**config.mk**
```make
export PLATFORM = sky130hd
export DESIGN_NAME = serial_frame_rx_n
export DESIGN_NICKNAME = d
export VERILOG_FILES = /design/src/rtl/serial_frame_rx_n_pkg.sv /design/src/rtl/serial_frame_rx_n_shift.sv /design/src/rtl/serial_frame_rx_n.sv
export SDC_FILE = /design/constraint.sdc
export NUM_CORES = 1
export LEC_CHECK = 0
export ABC_CLOCK_PERIOD_IN_PS = 1600
export BUFFER_PORTS_ARGS = -buffer_cell sky130_fd_sc_hd__buf_4
export CORE_MARGIN = 2
export CORE_UTILIZATION = 50
export CTS_CLUSTER_DIAMETER = 100
export DETAILED_ROUTE_END_ITERATION = 8
export PLACE_DENSITY_LB_ADDON = 0.08
export SLEW_MARGIN = 20
export SYNTH_ARGS = -nofsm -noshare
export SYNTH_HDL_FRONTEND = slang
export SYNTH_HIERARCHICAL = 1
export SYNTH_SLANG_ARGS = --single-unit
```
**constraint.sdc**
```tcl
create_clock -name clk -period 1.6 [get_ports clk]
set_input_delay 0.32 -clock clk [delete_from_list [all_inputs] [get_ports clk]]
set_output_delay 0.32 -clock clk [all_outputs]
set_load 0.005 [all_outputs]
```
**src/rtl/serial_frame_rx_n_pkg.sv**
```systemverilog
// Shared definitions for the serial frame link: receiver state encodings,
// frame bit constants and the frame-length helper used by both link ends.
package serial_frame_rx_n_pkg;

  typedef enum logic [2:0] {
    ST_IDLE   = 3'd0,
    ST_DATA   = 3'd1,
    ST_PARITY = 3'd2,
    ST_STOP   = 3'd3,
    ST_BREAK  = 3'd4
  } rx_state_t;

  localparam logic START_BIT = 1'b0;
  localparam logic STOP_BIT  = 1'b1;

  // Total bits on the line for one frame: start + data + optional parity + stop.
  function automatic int frame_len(input int n, input int parity_en);
    return n + 2 + parity_en;
  endfunction

endpackage

```
**src/rtl/serial_frame_rx_n_shift.sv**
```systemverilog
// N-bit right-shift register; new bits enter at the MSB so an LSB-first
// stream ends up in natural bit order after N shifts.
module serial_rx_shift_n #(
  parameter int N = 8
) (
  input  logic         clk,
  input  logic         reset_p,
  input  logic         shift_en,
  input  logic         d_in,
  output logic [N-1:0] q
);

  // Shift one bit in from the top when enabled.
  always_ff @(posedge clk or posedge reset_p) begin
    if (reset_p)
      q <= '0;
    else if (shift_en)
      q <= {d_in, q[N-1:1]};
  end

endmodule

```
**src/rtl/serial_frame_rx_n.sv**
```systemverilog
// Serial frame receiver: start bit, N data bits LSB-first, optional even
// parity, stop bit. Received words land in a one-entry buffer with a
// valid/read handshake.
//
//  state     | meaning
//  ----------+-------------------------------------------------
//  ST_IDLE   | line idle, waiting for a start bit
//  ST_DATA   | shifting in data bits
//  ST_PARITY | sampling the parity bit
//  ST_STOP   | sampling the stop bit
//  ST_BREAK  | bad stop seen, waiting for the line to return high
module serial_frame_rx_n
  import serial_frame_rx_n_pkg::*;
#(
  parameter int N         = 8,
  parameter int PARITY_EN = 1
) (
  input  logic         clk,
  input  logic         reset_p,
  input  logic         rx_d,
  input  logic         bit_en,
  input  logic         rd_en,
  output logic [N-1:0] data_out,
  output logic         data_valid,
  output logic         parity_err,
  output logic         frame_err,
  output logic         overrun,
  output logic         busy
);

  localparam int            CW       = (N > 1) ? $clog2(N) : 1;
  localparam logic [CW-1:0] CNT_LAST = CW'(N - 1);

  rx_state_t     state, state_d;
  logic [CW-1:0] cnt, cnt_d;
  logic          perr, perr_d;
  logic          shift_en;
  logic          good_done;
  logic          stop_bad;
  logic [N-1:0]  sh;

  serial_rx_shift_n #(.N(N)) u_shift (
    .clk      (clk),
    .reset_p  (reset_p),
    .shift_en (shift_en),
    .d_in     (rx_d),
    .q        (sh)
  );

  // State, bit counter and parity result registers.
  always_ff @(posedge clk or posedge reset_p) begin
    if (reset_p) begin
      state <= ST_IDLE;
      cnt   <= '0;
      perr  <= 1'b0;
    end else begin
      state <= state_d;
      cnt   <= cnt_d;
      perr  <= perr_d;
    end
  end

  // Next-state decode; everything advances only on bit strobes.
  always_comb begin
    state_d   = state;
    cnt_d     = cnt;
    perr_d    = perr;
    shift_en  = 1'b0;
    good_done = 1'b0;
    stop_bad  = 1'b0;
    if (bit_en) begin
      case (state)
        ST_IDLE: begin
          if (rx_d == START_BIT) begin
            state_d = ST_DATA;
            cnt_d   = '0;
            perr_d  = 1'b0;
          end
        end
        ST_DATA: begin
          shift_en = 1'b1;
          cnt_d    = cnt + 1'b1;
          if (cnt == CNT_LAST) begin
            cnt_d   = '0;
            state_d = (PARITY_EN != 0) ? ST_PARITY : ST_STOP;
          end
        end
        ST_PARITY: begin
          perr_d  = ^{sh, rx_d};
          state_d = ST_STOP;
        end
        ST_STOP: begin
          if (rx_d == STOP_BIT) begin
            good_done = 1'b1;
            state_d   = ST_IDLE;
          end else begin
            stop_bad = 1'b1;
            state_d  = ST_BREAK;
          end
        end
        ST_BREAK: begin
          if (rx_d == STOP_BIT)
            state_d = ST_IDLE;
        end
        default: state_d = ST_IDLE;
      endcase
    end
  end

  // One-entry output buffer plus the error/overrun pulses.
  always_ff @(posedge clk or posedge reset_p) begin
    if (reset_p) begin
      data_out   <= '0;
      data_valid <= 1'b0;
      parity_err <= 1'b0;
      frame_err  <= 1'b0;
      overrun    <= 1'b0;
    end else begin
      frame_err <= stop_bad;
      overrun   <= 1'b0;
      if (good_done) begin
        if (!data_valid || rd_en) begin
          data_out   <= sh;
          parity_err <= (PARITY_EN != 0) ? perr : 1'b0;
          data_valid <= 1'b1;
        end else begin
          overrun <= 1'b1;
        end
      end else if (rd_en && data_valid) begin
        data_valid <= 1'b0;
      end
    end
  end

  assign busy = (state != ST_IDLE);

endmodule
```
# == After elaboration in Yosys (flattened, before gate mapping) ==
# Cells that the tools add are included.
# classes
mux,23
eq_ne,9
magnitude_cmp,0
n_shift,0
n_div,0
multipliers,0
addsub,1
bitwise_logic,0
reduce_logical,14
# op_table
cell,n
2-to-1 mux 3 bit,6
case mux 3 bit (5 select lines),1
2-to-1 mux 1 bit,14
parity 9 bit,1
"== test 3 x 2 -> 1 bit, second input constant",2
"== test 3 bit, second input constant",2
"!= test 2 bit, second input constant",3
case mux 3 bit (2 select lines),1
AND reduction 3 bit,2
nonzero test 2 bit,3
AND reduction 2 bit,2
AND reduction 4 bit,1
"adder 3 x 1 -> 3 bit, second input constant",1
"== test 3 x 1 -> 1 bit, second input constant",1
logical NOT 3 bit,1
nonzero test 3 bit,1
"!= test 2 x 1 -> 1 bit, second input constant",1
case mux 1 bit (2 select lines),1
logical AND 1 bit,1
logical NOT 1 bit,1
logical OR 1 bit,1
# word_totals
word_cells,56
input_bits,5
regBits,27
output_inout_bits,13
latch_bits,0
n_memories,0
rom_bits,0
mem_bits_rw,0

# == Longest topological paths before layout ==
# Gate-level depths: netlist of the first run.
# logic_depth
depth_word,5
depth_mapped,6
ltp_nobuf,5

# == By module ==
# Netlist of the first run, hierarchy kept.
# modules_own_cells
module,seq_area_each_um2,area_per_inst_um2,cells_per_inst,n_inst
serial_frame_rx_n,475.5,929.6,73,1
serial_rx_shift_n,200.2,335.3,18,1

# == Worst setup path after synthesis of the first run ==
# Ideal clock, no wire load.
# synth_timing
kind,reg-to-reg
start,reg state[2]
end,reg data_out[0]
setup_time_ns,0.125
path_stages_with_launch,6
slack_ns,-0.020
path_buffers,1
synth_period_minus_slack_ns,1.620
required_time_ns,1.475
t_arrival_ns,1.495
cell_sequence,dfrtp_1 -> nand2b_1 -> or3_4 -> nand2b_4 -> buf_6 -> mux2_4
# synth_via
elab_chain_len,4
# synth_lines
element,line,source
start: declaration,serial_frame_rx_n.sv:34,"rx_state_t state, state_d;"
start signal: assignment,serial_frame_rx_n.sv:57,state <= state_d;
== test 3 x 2 -> 1 bit,serial_frame_rx_n.sv:72,case (state)
2-to-1 mux 1 bit,serial_frame_rx_n.sv:72,
2-to-1 mux 1 bit,serial_frame_rx_n.sv:71,if (bit_en) begin
AND reduction 2 bit (no line),n/a,
end signal: assignment,serial_frame_rx_n.sv:123,data_out <= sh;
end: declaration,serial_frame_rx_n.sv:23,"output logic [N-1:0] data_out,"
# Every way passes these cells.
# A chain may end at the register's enable or synchronous reset.

# == Worst setup path after layout of the first run ==
# layout_timing
start,reg state[1]
end,out busy
# layout_via
elab_chain_len,1
# layout_lines
element,line,source
nonzero test 3 bit,serial_frame_rx_n.sv:135,assign busy = (state != ST_IDLE);
end: declaration,serial_frame_rx_n.sv:28,output logic busy
# Every way passes these cells.

==> results.md, run 1 <==
- After synthesis, the mean cell area works out to 13.90 um^2.
- The clock share of power is 0.110.
- The worst setup path is launched from a register.
- The sequential-to-total area share from yosys stat is 0.5341.
- The critical path starts at state[1].
- The slack of the critical path is -0.07552 ns.
- The category of the most critical setup path is register to output pin.
- Setup repair after global routing could not meet its margin everywhere.
- Of the total power, the share spent switching nets is 0.3168.
- The pre-antenna-repair detailed-routing pass consisted of 4 iterations.
- The floorplan step defined a die boundary enclosing 2948 um^2.
- Leaving out filler cells and counting taps, the final layout contains 152.
- The number of placed instances, taps included is 142.
- The most heavily used metal layer in global routing is met2.
- No sink is reached through more buffers than the 2 on the longest clock path.
- The core region area is 2432 um^2.
- The final number of setup-violating endpoints is 1.
- The detailed router finished its first iteration with 6 violations.
- During synthesis, Yosys emitted a total of 6 warnings.
- The tree built by TritonCTS fans out to 27 sinks.
- The average vias per placed instance is 5.138.
- The worst max-slew margin expressed relative to the limit is 0.7277.
- Counting the fill cells in the layout gives 204.
- The final period demand of the worst path is 1.676 ns.
- The met3 track utilization from global routing is 0.05738.
- After the last flow step, the layout net total stands at 130.
- The detailed router placed 781 vias in this run.
- The number of I/O pins is 18.
- In this run the critical register-to-register path is captured at data_out[1].
- For this configuration, the core starts out at a cell density of 0.5201.
- Across every metal layer, demand over resource in global routing totals 0.1789.
- The setup slack on the worst flop-to-flop path is 0.02 ns.
- The peak clock frequency supported by timing is 596.8 MHz.
- Of the cells placed in the final design, the portion with a size suffix greater than 1 is 0.4426.
- The overall overflow remaining after global route is 0.
- The wire length of the first global-routing pass is 3601 um.
- The clock buffer count from CTS is 3.
- The placed instances occupy a cell area of 1473 um^2.
- Of all nets on the critical path, the largest fanout is 2.
- The worst hold path passes through 2 cells.
- Summed over all failing endpoints, the final setup total negative slack is -0.07552 ns.
- The estimated wirelength of the detail-placed design is 1609 um.
- Entering global routing, the biggest net connects 20 pins.
- The most common library cell in the layout ignoring fill and taps is dfrtp_1.
- The buffer type at the clock tree root is clkbuf_4.
- The tool flagged a number of max-cap violations equal to 0.
- The clock-pin slew of the registers on the worst-case setup and hold paths is 0.15 ns.
- The final max-slew violation count came to 0.
- The flow ran to the end, but the final reports show violations.
- Cell internal power was estimated by the tool at 1.871 mW.
- The number of remaining DRC errors is 0.
- The post-synthesis cell type count is 25.
- The initial antenna violation count is 0.
- The number of placement rows is 18.
- The die boundary width is 54.30 um.
- Power spread over the standard cell area amounts to 1748 nW/um^2.
- For this design the total switching power over the nets is 867.6 uW.
- Data on the critical path arrives at its endpoint at 1.36 ns.
- The chip height is 54.30 um.
- The weighted congestion reported at the end of routability-driven placement is 0.7869.
- At the pin with the least slew margin, the transition time is 0.4054 ns.
- The library cells used most frequently in the layout, excluding fill and tap cells, are dfrtp_1, buf_4, mux2_4.
- The final wirelength is 2203 um.
- After synthesis the netlist holds a flip-flop and latch count of 27.
- The number of nets in the synthesized netlist is 98.
- The maximum vdd drop is 0.001136 V.
- The final count of hold timing violations is 0.
- CTS built an H-tree with a depth of 1.
- The startpoint identified for the worst register-to-register timing path is state[0].
- STA puts the critical path data required time at 1.28 ns.
- Compared with the post-synthesis result, the final layout area differs by 23.84%.
- The checks that failed: negative setup slack.
- The number of instances in the synthesized netlist is 91.
- The share of total power dissipated in combinational logic is 0.478.
- The count of antenna diodes in the layout is 0.
- Dividing the final minimum period by the clock period gives 1.047.
- The number of global-route vias before repair is 792.
- In this run the worst setup path terminates at busy.
- In the final routed layout, each cell accounts on average for 14.49 um.
- For the worst-skew pair, the clock arrives at the later sink with an insertion delay of 0.33 ns.
- The cell area after technology mapping is 1265 um^2.
- In this run the remaining antenna-violating nets after routing total 0.
- In this run the static leakage power is 0.8451 nW.
- The tightest min-delay check is of the primary input to register type.
- The part of the total power dissipated in sequential elements is 0.412.
- The capturing element type of the critical path is an output pin.
- The clock arrives with 0.004261 ns of skew.
- Counting cells, the worst reg-to-reg path comes to 5.
- The count of buffers added on input and output ports is 17.
- The met1 track utilization from global routing is 0.2447.
- In the global route stage, met2 resource usage came out at 0.2731.
- Summing all non-filler instances in the final layout gives an area of 1567 um^2.
- The CTS tree is built.
power by group through the flow:
stage,combinational [mW],sequential (mW),clock [mW]
finish,1.31,1.13,0.301
global route,1.45,1.16,0.349
CTS,1.33,1.13,0.312
detailed placement,1.26,1.15,0
global placement,1.21,1.13,0
floorplan,0.888,1.10,0
registers in the layout, indices dropped and copies added, names as in the netlist:
name and cells:
data_out 8, u_shift/q 8, cnt 3, state 3, data_valid 1, frame_err 1
overrun 1, parity_err 1, perr 1
critical path, cell delays in order, from the launching register on:
cell and delay [ns]:
dfrtp_1 0.42, buf_6 0.12, or3_1 0.36, buf_4 0.14
synthesized netlist by cell type:
cell / n / area, um^2
xor2_1: 1 / 8.760
nand2b_1: 1 / 6.260
or3_4: 1 / 11.26
inv_1: 5 / 18.77
a32o_1: 1 / 10.01
or2b_1: 2 / 15.01
xnor2_1: 5 / 43.79
ha_1: 2 / 25.02
nand2b_4: 1 / 13.76
or3_1: 1 / 6.260
nor2_1: 3 / 11.26
xnor3_1: 1 / 22.52
nand2_1: 6 / 22.52
a22o_1: 1 / 8.760
a21o_1: 1 / 7.510
nor3_1: 3 / 15.01
o31ai_1: 2 / 15.01
and2b_1: 1 / 7.510
nand3_1: 1 / 5.000
dfrtp_1: 27 / 675.7
buf_4: 1 / 7.510
mux2_4: 17 / 255.2
buf_6: 2 / 22.52
mux2i_1: 1 / 10.01
o21ai_0: 4 / 20.02
through the flow:
step | util | hold slack (ns) | total power, mW | worst slack [ns]
2_1_floorplan | - | 0.1357 | 1.988 | 0.02684
3_3_place_gp | 0.6055 | 0.2883 | 2.345 | 0.06834
3_5_place_dp | 0.6055 | 0.2949 | 2.405 | 0.03550
4_1_cts | 0.6373 | 0.1947 | 2.772 | -0.09466
5_1_grt | 0.6440 | 0.1875 | 2.955 | -0.1491
6_report | 0.6440 | 0.2065 | 2.739 | -0.07552
cell families (layout without fill, tap and decap cells):
kind of cell             Yosys count  in the layout  synth area share
adder cells (fa/ha/maj)            2              2           0.01978
buffers and inverters              8             38           0.03858
AND/OR/NAND/NOR                   20             21           0.09000
AO/OA/AOI/OAI                      9              9           0.04847
XOR/XNOR                           7              7           0.05935
flip-flops                        27             27            0.5341
multiplexers                      18             18            0.2097
layer usage:
layer	share of wire	vias to the layer above
li1	-	379
met1	0.48	386
met2	0.48	14
met3	0.036	2
met4	0.010	0
met5	0	-
final cells by class:
type	instances	area, um^2	area share
clock buffer	3	22.52	0.01438
clock inverter	1	7.507	0.004792
inverter	5	18.77	0.01198
multi-input combinational	57	564.3	0.3602
sequential	27	675.6	0.4313
tap	30	37.54	0.02396
timing repair buffer	29	240.2	0.1534
timing repair:
action | in CTS | in global routing
hold buffers | 1 | 0
cloned | 0 | 1
buffers inserted | 4 | 0
gates resized for setup | 2 | 2
endpoints found under the hold margin | 22 | 0
setup endpoints to repair | 1 | 18
worst min-delay path by stage:
| stage | from | to | slack [ns] |
|---|---|---|---|
| global placement | reset_p | u_shift/q[0] | 0.29 |
| CTS | rx_d | frame_err | 0.19 |
| global route | rx_d | frame_err | 0.19 |
| floorplan | reset_p | u_shift/q[0] | 0.14 |
| detailed placement | reset_p | u_shift/q[1] | 0.29 |
| finish | rx_d | frame_err | 0.21 |
No activity file was read; power rests on OpenSTA's default activity.
==> inputs of run 2 (changes only) <==
- ABC_CLOCK_PERIOD_IN_PS: 1600 -> unset
- CORE_UTILIZATION: 50 -> 57
- clock period: 1.6 -> 2.16 ns (I/O delays scaled with it)
==> results.md, run 2 (synthesized netlist as in run 1, its figures left out) <==
- The pin count of the biggest net entering global routing is 20 (unchanged).
- Relative to the synthesized area, the layout overhead comes to 13.16%.
- The wire length of the first global-routing pass is 3567 um (-0.94%).
- The clock buffer count from CTS is 3 (unchanged).
- The mean routed wirelength per cell is 14.57 um (+0.55%).
- The initial antenna violation count was 0 (unchanged).
- The depth of the CTS H-tree is 1 (unchanged).
- The post-route fraction of the period consumed by the critical path is 0.8241.
- The worst-path maximum fanout was 9 (+7).
- The final wirelength is 2011 um (-8.7%).
- The maximum vdd drop was 0.0008111 V (-29%).
- The total power of the final layout came to 1.868 mW (-32%).
- The average vias per placed instance was 5.196 (+1.1%).
- The startpoint type of the worst setup path is a register.
- The slew of the pin with the lowest slew margin was 0.7138 ns (+0.3084 ns).
- The post-cts sizing count was 0 (-2).
- The estimated wirelength of the detail-placed design came to 1539 um (-4.4%).
- The number of remaining DRC errors came to 0 (unchanged).
- The number of global-route vias before repair is 724 (-8.6%).
- The sum of negative setup slack is 0 ns (+0.07552 ns).
- The weighted congestion reported at the end of routability-driven placement is 0.7497 (-4.7%).
- The number of nets at the end of the flow was 118 (-9.2%).
- Counting I/O delays and the setup requirement, the final critical path takes 1.780 ns.
- TritonCTS built the clock tree.
- The largest registers in the layout are data_out (8), u_shift/q (8).
- The leakage power summed over all cells is 0.7724 nW (-8.6%).
- The length of the first detailed-routing pass in iterations is 2 (-2).
- The setup skew after layout is 0.006188 ns (+0.001927 ns).
- The die area was 2612 um^2 (-11%).
- The final count of hold timing violations is 0 (unchanged).
- The number of I/O port buffers is 17 (unchanged).
- The routed via count is 717 (-8.2%).
- The total routing resource utilization after global routing came to 0.1905 (+0.01160).
- The starting density of the core came to 0.5888 (+0.06876).
- The worst max-slew margin expressed relative to the limit came to 0.5236 (-0.2041).
- The ratio of total power to cell area is 1305 nW/um^2 (-25%).
- The clock-pin slew of the registers on the worst-case setup and hold paths was 0.14 ns (about the same).
- The setup path with the least slack is of type register to output pin.
- The clock sink count is 27 (unchanged).
- The max-capacitance violation count came to 0 (unchanged).
- The run finished with clean final reports.
- The fill cell total of the finished layout is 163 (-20%).
- The remaining antenna violation count came to 0 (unchanged).
- The core region area is 2148 um^2 (-12%).
- The buffer type at the clock tree root is clkbuf_4.
- The final number of setup-violating endpoints is 0 (-1).
- The capturing element type of the critical path is an output pin.
- The DRC marker count from the first detailed-route iteration is 6 (unchanged).
- The chip height is 51.11 um (-5.9%).
- The overall overflow remaining after global route was 0 (unchanged).
- The count of antenna diodes in the layout is 0 (unchanged).
- The data arrival time of the worst path is 1.35 ns (about the same).
- Based on the critical path, the design can be clocked at up to 561.8 MHz.
- The critical path data required time is 1.73 ns (+0.45 ns).
- The final max-slew violation count was 0 (unchanged).
- Setup repair after global routing left no endpoint under its margin.
- The maximum buffer depth of the clock tree is 2 (unchanged).
- The fraction of final layout cells sized beyond drive strength 1 is 0.3636 (-0.07899).
- Leaving out fill and tap cells, the most frequent cell in the layout is dfrtp_1.
- The clock insertion delay at the later pin of the skew report was 0.31 ns (-0.02 ns).
- The total of hold buffers inserted after clock tree synthesis came to 0 (-1).
- The number of I/O pins is 18 (unchanged).
- The tightest min-delay check is of the primary input to async pin type.
- The number of buffers inserted to repair setup after CTS is 0 (-4).
- The number of placement rows is 17 (-1).
- The die boundary width is 51.11 um (-5.9%).
- The top cell types in the final layout, fill and taps aside, are dfrtp_1, buf_4, mux2_4.
## run 2: report_power, final
group          total, mW  switching, mW  internal (mW)
registers          0.864          0.188          0.677
clock network      0.210          0.137         0.0720
logic              0.794          0.254          0.540
total               1.87          0.580           1.29
## run 2: path summary, 6_finish.rpt
path | startpoint | endpoint | slack (ns) | depth (start not counted)
hold reg to reg | cnt[0] | cnt[0] | 0.51 | 1
min in group clk | rx_d | frame_err | 0.35 | 2
hold / removal | reset_p | u_shift/q[2] | 0.04 | 2
setup reg to reg | state[1] | data_out[3] | 0.47 | 4
max in group asynchronous | reset_p | state[0] | 1.48 | 2
setup / recovery | state[1] | busy | 0.38 | 2
## run 2: final cells by class
cell class / count / area (um^2) / share of cell area
Multi-Input combinational cell: 56 / 540.5 / 0.3776
Timing Repair Buffer: 18 / 135.1 / 0.09441
Tap cell: 28 / 35.03 / 0.02448
Sequential cell: 27 / 675.6 / 0.4720
Clock buffer: 4 / 26.28 / 0.01836
Inverter: 5 / 18.77 / 0.01311
## run 2: worst max-delay path: stages (launching register included)
cell and delay, ns:
dfrtp_1 0.51, or3_1 0.40, buf_4 0.14
## run 2: stage by stage
stage          cells    util  setup WS, ns  cell area (um^2)  hold WS [ns]
4_1_cts          138  0.6663        0.3731              1431       0.04056
3_5_place_dp     134  0.6540        0.4760              1405        0.3956
2_1_floorplan     91       -        0.5397              1265        0.2477
5_1_grt          138  0.6663        0.3081              1431       0.04794
6_report         138  0.6663        0.3799              1431       0.04176
3_3_place_gp     134  0.6540        0.5010              1405        0.3936
## run 2: layer usage
metal / routed length [um] / GRT usage / vias to the layer above
li1: - / - / 351
met1: 1044 / 0.2832 / 353
met2: 885 / 0.2749 / 11
met3: 64 / 0.03216 / 2
met4: 17 / 0.08108 / 0
met5: 0 / 0 / -
